==> src/rtl/da2_pkg.sv <==
// Shared definitions for the Pmod DA2 transmitter: frame geometry, power-down
// mode codes, FSM state encoding and the frame word packing rule.
package da2_pkg;

    localparam int FRAME_BITS = 16;
    localparam int DATA_BITS  = 12;
    localparam int BIT_CNT_W  = $clog2(FRAME_BITS);

    localparam logic [1:0] PD_NORMAL = 2'b00;
    localparam logic [1:0] PD_1K     = 2'b01;
    localparam logic [1:0] PD_100K   = 2'b10;
    localparam logic [1:0] PD_HIZ    = 2'b11;

    typedef enum logic [1:0] {
        ST_IDLE,
        ST_SHIFT,
        ST_GAP
    } state_t;

    // DAC121S101 word: two don't-care zeros, power-down mode, then the sample
    function automatic logic [FRAME_BITS-1:0] frameWord(input logic [1:0]           mode,
                                                        input logic [DATA_BITS-1:0] data);
        return {2'b00, mode, data};
    endfunction

endpackage

==> src/rtl/da2_clkgen.sv <==
// SCLK generator: divides the system clock into bit periods that start with
// SCLK high, and flags the end of each period and of the final bit.
module da2_clkgen
    import da2_pkg::*;
#(
    parameter int CLK_DIV = 4
) (
    input  logic                 clk_i,
    input  logic                 rst_i,
    input  logic                 en_i,
    input  logic [BIT_CNT_W-1:0] bitCnt_i,
    output logic                 sclk_o,
    output logic                 bitStart_o,
    output logic                 lastBit_o
);

    localparam int CW   = (CLK_DIV > 2) ? $clog2(CLK_DIV) : 1;
    localparam int HALF = CLK_DIV / 2;
    localparam logic [BIT_CNT_W-1:0] LAST_BIT = BIT_CNT_W'(FRAME_BITS - 1);

    logic [CW-1:0] cnt_q, cnt_d;
    logic          sclk_q, sclk_d;
    logic          periodEnd;

    // SCLK is decoded from the next count and registered, so it is glitch-free
    // and automatically returns high whenever the counter is held at zero.
    always_comb begin
        periodEnd = en_i && (cnt_q == CW'(CLK_DIV - 1));
        cnt_d     = '0;
        if (en_i && !periodEnd) begin
            cnt_d = cnt_q + 1'b1;
        end
        sclk_d = (cnt_d < CW'(HALF));
    end

    always_ff @(posedge clk_i) begin
        if (rst_i) begin
            cnt_q  <= '0;
            sclk_q <= 1'b1;
        end else begin
            cnt_q  <= cnt_d;
            sclk_q <= sclk_d;
        end
    end

    // bitStart is high in the cycle whose closing edge opens the next period
    assign sclk_o     = sclk_q;
    assign bitStart_o = periodEnd && (bitCnt_i != LAST_BIT);
    assign lastBit_o  = periodEnd && (bitCnt_i == LAST_BIT);

endmodule

==> src/rtl/da2_dac.sv <==
// Pmod DA2 transmitter: latches two 12-bit samples with power-down modes and
// shifts them out MSB first as simultaneous 16-bit frames on D0/D1.
module da2_dac
    import da2_pkg::*;
#(
    parameter int CLK_DIV  = 4,
    parameter int SYNC_GAP = 4
) (
    input  logic                 clk,
    input  logic                 rst,
    output logic                 SCLK,
    output logic                 SYNC,
    output logic                 D0,
    output logic                 D1,
    input  logic [DATA_BITS-1:0] data0,
    input  logic [DATA_BITS-1:0] data1,
    input  logic [1:0]           mode0,
    input  logic [1:0]           mode1,
    input  logic                 update,
    output logic                 busy,
    output logic                 done
);

    localparam int GW = $clog2(SYNC_GAP + 1);

    state_t                  state_q;
    logic [FRAME_BITS-1:0]   shift0_q, shift1_q;
    logic [BIT_CNT_W-1:0]    bitCnt_q;
    logic [GW-1:0]           gapCnt_q;
    logic                    sync_q, d0_q, d1_q, busy_q, done_q;
    logic                    bitStart, lastBit;
    logic [FRAME_BITS-1:0]   word0, word1;

    assign word0 = frameWord(mode0, data0);
    assign word1 = frameWord(mode1, data1);

    da2_clkgen #(
        .CLK_DIV (CLK_DIV)
    ) u_clkgen (
        .clk_i      (clk),
        .rst_i      (rst),
        .en_i       (state_q == ST_SHIFT),
        .bitCnt_i   (bitCnt_q),
        .sclk_o     (SCLK),
        .bitStart_o (bitStart),
        .lastBit_o  (lastBit)
    );

    // Data outputs are loaded with bit 15 on accept and then advanced only at
    // period boundaries, which is always while SCLK is high.
    always_ff @(posedge clk) begin
        if (rst) begin
            state_q  <= ST_IDLE;
            shift0_q <= '0;
            shift1_q <= '0;
            bitCnt_q <= '0;
            gapCnt_q <= '0;
            sync_q   <= 1'b1;
            d0_q     <= 1'b0;
            d1_q     <= 1'b0;
            busy_q   <= 1'b0;
            done_q   <= 1'b0;
        end else begin
            done_q <= 1'b0;
            case (state_q)
                ST_IDLE: begin
                    if (update) begin
                        state_q  <= ST_SHIFT;
                        shift0_q <= word0;
                        shift1_q <= word1;
                        d0_q     <= word0[FRAME_BITS-1];
                        d1_q     <= word1[FRAME_BITS-1];
                        bitCnt_q <= '0;
                        sync_q   <= 1'b0;
                        busy_q   <= 1'b1;
                    end
                end
                ST_SHIFT: begin
                    if (lastBit) begin
                        state_q  <= ST_GAP;
                        gapCnt_q <= '0;
                        sync_q   <= 1'b1;
                        d0_q     <= 1'b0;
                        d1_q     <= 1'b0;
                        done_q   <= 1'b1;
                    end else if (bitStart) begin
                        shift0_q <= shift0_q << 1;
                        shift1_q <= shift1_q << 1;
                        d0_q     <= shift0_q[FRAME_BITS-2];
                        d1_q     <= shift1_q[FRAME_BITS-2];
                        bitCnt_q <= bitCnt_q + 1'b1;
                    end
                end
                ST_GAP: begin
                    if (gapCnt_q == GW'(SYNC_GAP - 1)) begin
                        state_q <= ST_IDLE;
                        busy_q  <= 1'b0;
                    end else begin
                        gapCnt_q <= gapCnt_q + 1'b1;
                    end
                end
                default: begin
                    state_q <= ST_IDLE;
                end
            endcase
        end
    end

    assign SYNC = sync_q;
    assign D0   = d0_q;
    assign D1   = d1_q;
    assign busy = busy_q;
    assign done = done_q;

endmodule

==> config.mk <==
export PLATFORM = sky130hd
export DESIGN_NAME = da2_dac
export DESIGN_NICKNAME = d
export VERILOG_FILES = /design/src/rtl/da2_pkg.sv /design/src/rtl/da2_clkgen.sv /design/src/rtl/da2_dac.sv
export SDC_FILE = /design/constraint.sdc
export NUM_CORES = 1
export LEC_CHECK = 0
export BUFFER_PORTS_ARGS = -buffer_cell sky130_fd_sc_hd__buf_2
export CORE_ASPECT_RATIO = 1.25
export CORE_MARGIN = 8
export CORE_UTILIZATION = 30
export CTS_CLUSTER_SIZE = 40
export DETAILED_ROUTE_END_ITERATION = 7
export MAX_ROUTING_LAYER = met4
export PLACE_DENSITY = 0.49
export SLEW_MARGIN = 20
export SYNTH_ARGS = -nofsm -noshare
export SYNTH_HDL_FRONTEND = slang
export SYNTH_HIERARCHICAL = 1
export SYNTH_SLANG_ARGS = --single-unit
==> constraint.sdc <==
create_clock -name clk -period 5.6 [get_ports clk]
set_input_delay 0.56 -clock clk [delete_from_list [all_inputs] [get_ports clk]]
set_output_delay 0.56 -clock clk [all_outputs]
set_load 0.02 [all_outputs]
# Word-level counts from Yosys, hierarchy flattened
# Cells that the tools add are included.
# op_classes
add_sub_neg	3
n_lt_le_gt_ge	1
eq_ne	13
mux	33
bitwise_logic	1
reduce_logical	16
# ops
operator	count
2-to-1 mux 15 bit	6
one-hot mux 15 bit (2 select lines)	2
AND reduction 3 bit	5
2-to-1 mux 4 bit	3
inequality test 2 bit, second input constant	6
2-to-1 mux 1 bit	9
2-to-1 mux 2 bit	4
one-hot mux 1 bit (2 select lines)	4
one-hot mux 4 bit (2 select lines)	1
2-to-1 mux 3 bit	2
one-hot mux 2 bit (3 select lines)	1
one-hot mux 3 bit (2 select lines)	1
nonzero test 2 bit	3
adder 4 x 1 -> 4 bit, second input constant	1
equality test 2 bit, second input constant	2
equality test 4 bit, second input constant	1
logical AND 1 bit	4
inequality test 4 bit, second input constant	1
AND reduction 4 bit	1
adder 3 x 1 -> 3 bit, second input constant	1
equality test 3 x 2 -> 1 bit, second input constant	1
inequality test 3 bit, second input constant	1
adder 2 x 1 -> 2 bit, second input constant	1
equality test 2 x 1 -> 1 bit, second input constant	1
other kinds (5)	5
# totals
reg_bits	47
in_bits	31
out_inout_bits	6
wordCells	79

# Longest topological paths before layout
# logic_depth
depth_word	6
depth_mapped	11
ltp_nobuf	7

# Hierarchy
# Netlist, hierarchy kept.
# modules_own_cells
module	n_inst	cells_each	area_per_inst_um2	seq_area_each_um2
da2_dac	1	239	2297.2	880.8
da2_clkgen	1	12	122.6	60.1

# Worst setup path after synthesis
# No wires, ideal clock.
# synth_timing
kind	reg2reg
from	reg state_q[0]
to	reg shift1_q[10]
setup_time_ns	0.089
arrival_time_ns	1.899
required_ns	5.511
slack_ns	3.612
path_stages_with_launch	12
path_buffers	4
period_less_slack_ns	1.988
path_cell_list	dfxtp_1 > nand2b_1 > buf_6 > clkinv_4 > buf_8 > nand2_1 > nor2_1 > nand4bb_1 > buf_4 > nand2_8 > buf_12 > a311oi_2
# synth_via
elab_chain_len	5
word_cells_on_any_way	11
cone_classes	eq/ne: 4; mux: 1; reduce/logical: 6
# synth_rtl
item	line_no	text
from (decl)	da2_dac.sv:26	state_t state_q;
from (signal assigned)	da2_dac.sv:53	state_q <= ST_IDLE;
from (signal assigned)	da2_dac.sv:68	state_q <= ST_SHIFT;
from (signal assigned)	da2_dac.sv:80	state_q <= ST_GAP;
equality test 2 x 1 -> 1 bit	da2_dac.sv:42	.en_i (state_q == ST_SHIFT),
logical AND 1 bit	da2_clkgen.sv:28	periodEnd = en_i && (cnt_q == CW'(CLK_DIV - 1));
logical AND 1 bit	da2_clkgen.sv:49	assign lastBit_o = periodEnd && (bitCnt_i == LAST_BIT);
net lastBit	da2_dac.sv:31	logic bitStart, lastBit;
inequality test 2 bit (no line)	--	
AND reduction 4 bit (no line)	--	
to (signal assigned)	da2_dac.sv:70	shift1_q <= word1;
to (signal assigned)	da2_dac.sv:88	shift1_q <= shift1_q << 1;
to (decl)	da2_dac.sv:27	logic [FRAME_BITS-1:0] shift0_q, shift1_q;
# The timed path passes the listed nets, and every way through them passes these cells.
# A chain may end at the register's enable or synchronous reset.

# Worst setup path in the final report
# layout_timing
from	reg state_q[1]
to	reg shift1_q[7]
# Same word-level chain as after synthesis.

==> metrics.md <==
| Metric | Value |
|---|---|
| Core Area | 7840 sq um |
| Port buffer count | 36 |
| DRT Pass-1 Iters | 4 |
| Synth warn | 6 |
| # DRC | 0 |
| Total power | 0.745 mW |
| Post-synthesis instance total | between 200 and 300 |
| Outcome | completed |
| CP Launch Point | state_q[1] |
| Clock Path Buffers | 2 |
| Sequential area share after synthesis | 0.389 |
| Crit Path Category | flop to flop |
| Netlist Area Pre-Place | 2420 sq um |
| Nets | 308 |
| Reg2reg start | state_q[1] |
| Num CTS Buffers | 5 |
| Final min period | ~2.9 ns |
| First-pass GRT wire length | between 9000 and 10000 um |
| P_int | 0.546 mW |
| M3 GR Usage | 0.0186 |
| Max-slew violation count | 0 |
| Critical path arrival | 3.04 ns |
| Clock power frac | 0.354 |
| Clk sinks | 47 |
| Post-cts sizing count | 0 |
| Final ANT Viol Nets | 0 |
| Worst-path fanout max | 35 |
| Critical path destination | shift1_q[7] |
| Reg2Reg Depth | 8 |
| VDD IR-drop max | 0.122 mV |
| Fill cell count | 860 |
| Post-synth net total | 286 |
| Switch share | 0.267 |
| CTS tree | yes |
| Fin. Hold Viols | 0 |
| Gr ovfl total | 0 |
| Root buffer cell | clkbuf_8 |
| Final worst-path cycle share | 0.516 |
| Fmax | 346 MHz |
| Flop pwr share | 0.495 |
| H-Tree Depth | 2 |
| Slew at the pin closest to its max-slew limit | 0.674 ns |
| Worst skew pair latency | 0.30 ns |
| Flops & latches, synth | 47 |
| Grt peak-use layer | met2 |
| Post-CTS setup buffers | 0 |
| Final Skew | 0.0118 ns |
| Pwr dens | ~280 nW/um^2 |
| Required @ worst endpoint | 5.76 ns |
| Count leader, synth | nand2_1 |
| Worst r2r dst | shift1_q[7] |
| Die Y | 116 um |
| 1st-iter DRT viols | 81 |
| Die footprint | 11200 sq um |
| Number of diodes | 0 |
| Area growth from synthesis to layout | 9.05% |
| Synth top cells by count | nand2_1 (56), dfxtp_1 (47), a311oi_2 (26), nor3_1 (26), a21oi_1 (11) |
| Final Setup Violations | 0 |
| Clock Pin Slew Worst Setup and Hold Paths | 0.10 ns |
| Sw Pwr | 0.199 mW |
| DP HPWL | 3370 um |
| Async set-or-reset flop fraction in the synthesized netlist | 0 |
| Number of max-cap violations | 0 |
| Top cells by area, synth | dfxtp_1 (39%), a311oi_2 (16%), nand2_1 (8.7%) |
| Leading area contributor after synthesis | dfxtp_1 |
| Routed len/inst | 14.8 um |
| Crit end category | flop |
| Grt met2 use | 0.174 |
| Die Width | 96.3 um |
| Post-synth EDFFs | 0 |
| Fraction of layout cells with a size suffix above 1 | 0.299 |
| Met1 Usage GRT | 0.124 |
| Slew headroom | 0.551 |
| GRT Overall Usage | 0.106 |
| Netlist cell types | 43 |
| Initial antenna violation count | 0 |
| Type of the most critical hold path | flop to flop |
| Most common flop cell mapped by yosys | dfxtp_1 |
| Largest net degree at the start of global routing | 47 |
| Reg2Reg Setup Slack | approximately 2.7 ns |
| Avg Inst Size Synth | 9.64 sq um |
| Row cnt | 36 |
| Post-CTS Hold Buffers | 0 |
| Number of global-route vias before repair | 1913 |
| Register area | 941 sq um |
| Setup TNS | 0 ns |
| Via count | around 1900 |
| Routed wire length | approximately 5500 um |
| Via density | 5.20 |
| Gate power share | 0.151 |
| Static leakage | 0.931 nW |
| Initial Util | 0.309 |
| IO Pins | 37 |
| Multi-input logic area | 1250 sq um |
| Share of the synthesized area in the top cell type | 0.389 |
| CP startpoint kind | flop |
| Placer congestion estimate | roughly 0.73 |
| Setup repair after global routing missed its margin | no |
## critical path, stage by stage (launching register included)
cell and delay [ns]:
dfxtp_1 0.58, nand2b_1 0.16, buf_4 0.31, clkinv_4 0.30, nand2_1 0.17, nor2_1 0.12, nand4bb_1 0.49, nand2_8 0.43
a311oi_2 0.15
## worst min path at each step
stage	start	endpoint	slack, ns	cells past startpoint
floorplan	u_clkgen/cnt_q[0]	u_clkgen/cnt_q[0]	0.42	1
global placement	u_clkgen/cnt_q[0]	u_clkgen/cnt_q[0]	0.44	1
finish	u_clkgen/cnt_q[0]	u_clkgen/cnt_q[0]	0.45	1
CTS	u_clkgen/cnt_q[0]	u_clkgen/cnt_q[0]	0.46	1
global route	u_clkgen/cnt_q[0]	u_clkgen/cnt_q[0]	0.48	1
detailed placement	u_clkgen/cnt_q[0]	u_clkgen/cnt_q[0]	0.44	1
## metrics by stage
stage / cell area [sq um] / instances / hold slack [ns] / utilization / worst slack [ns]
floorplan: 2420 / 251 / 0.419 / - / 3.61
global placement: 2520 / 361 / 0.440 / 0.321 / 2.75
detailed placement: 2520 / 361 / 0.438 / 0.322 / 2.71
CTS: 2640 / 369 / 0.456 / 0.337 / 2.66
global route: 2640 / 369 / 0.482 / 0.337 / 2.43
finish: 2640 / 369 / 0.453 / 0.337 / 2.71
## flip-flops by register name (all words and copies together), names as in the netlist
register,cells
shift0_q,15
shift1_q,15
bitCnt_q,4
gapCnt_q,3
state_q,2
u_clkgen/cnt_q,2
D0,1
D1,1
SYNC,1
busy,1
done,1
u_clkgen/sclk_o,1
## layout by cell type, fill, tap and decap left out, drive strengths merged
cell type and n:
bufinv 1, buf 38, ha 4, nand4 3, a21oi 11, o21bai 2
nand2 57, nor3 26, and3 1, nor2b 2, o21ai 3, nor4b 3
o21ba 1, nand3 8, a221o 1, nor4bb 1, nand4bb 1, nor3b 3
nand2b 2, a311oi 27, clkinv 2, nor2 8, a41oi 1, o21a 1
inv 2, dfxtp 47, and4bb 1, a31oi 3, o211ai 3, a211oi 1
nand3b 1, or3b 3, clkbuf 6
## area by class of cell
cell class,count,area share
multi-input combinational,178,0.473
clock buffer,6,0.0313
timing repair buffer,38,0.0749
inverter,3,0.00616
tap,95,0.0450
clock inverter,2,0.0133
sequential,47,0.357
## routing by layer
metal | wire length [um] | vias to the layer above
met3 | 156 | 6
met4 | 97 | 0
li1 | - | 963
met5 | 0 | -
met2 | 2560 | 29
met1 | 2630 | 921
## power groups by stage
stage | logic, mW | registers [mW] | clock network (mW)
finish | 0.112 | 0.369 | 0.264
global route | 0.125 | 0.372 | 0.284
CTS | 0.115 | 0.369 | 0.274
detailed placement | 0.114 | 0.377 | 0
global placement | 0.113 | 0.377 | 0
floorplan | 0.100 | 0.374 | 0
## cell families after synthesis
| kind of cell | synth area share |
|---|---|
| AO/OA/AOI/OAI | 0.237 |
| adder cells (fa/ha/maj) | 0.0207 |
| buffers and inverters | 0.0957 |
| flip-flops | 0.389 |
| AND/OR/NAND/NOR | 0.258 |
(Power assumes the default switching activity.)
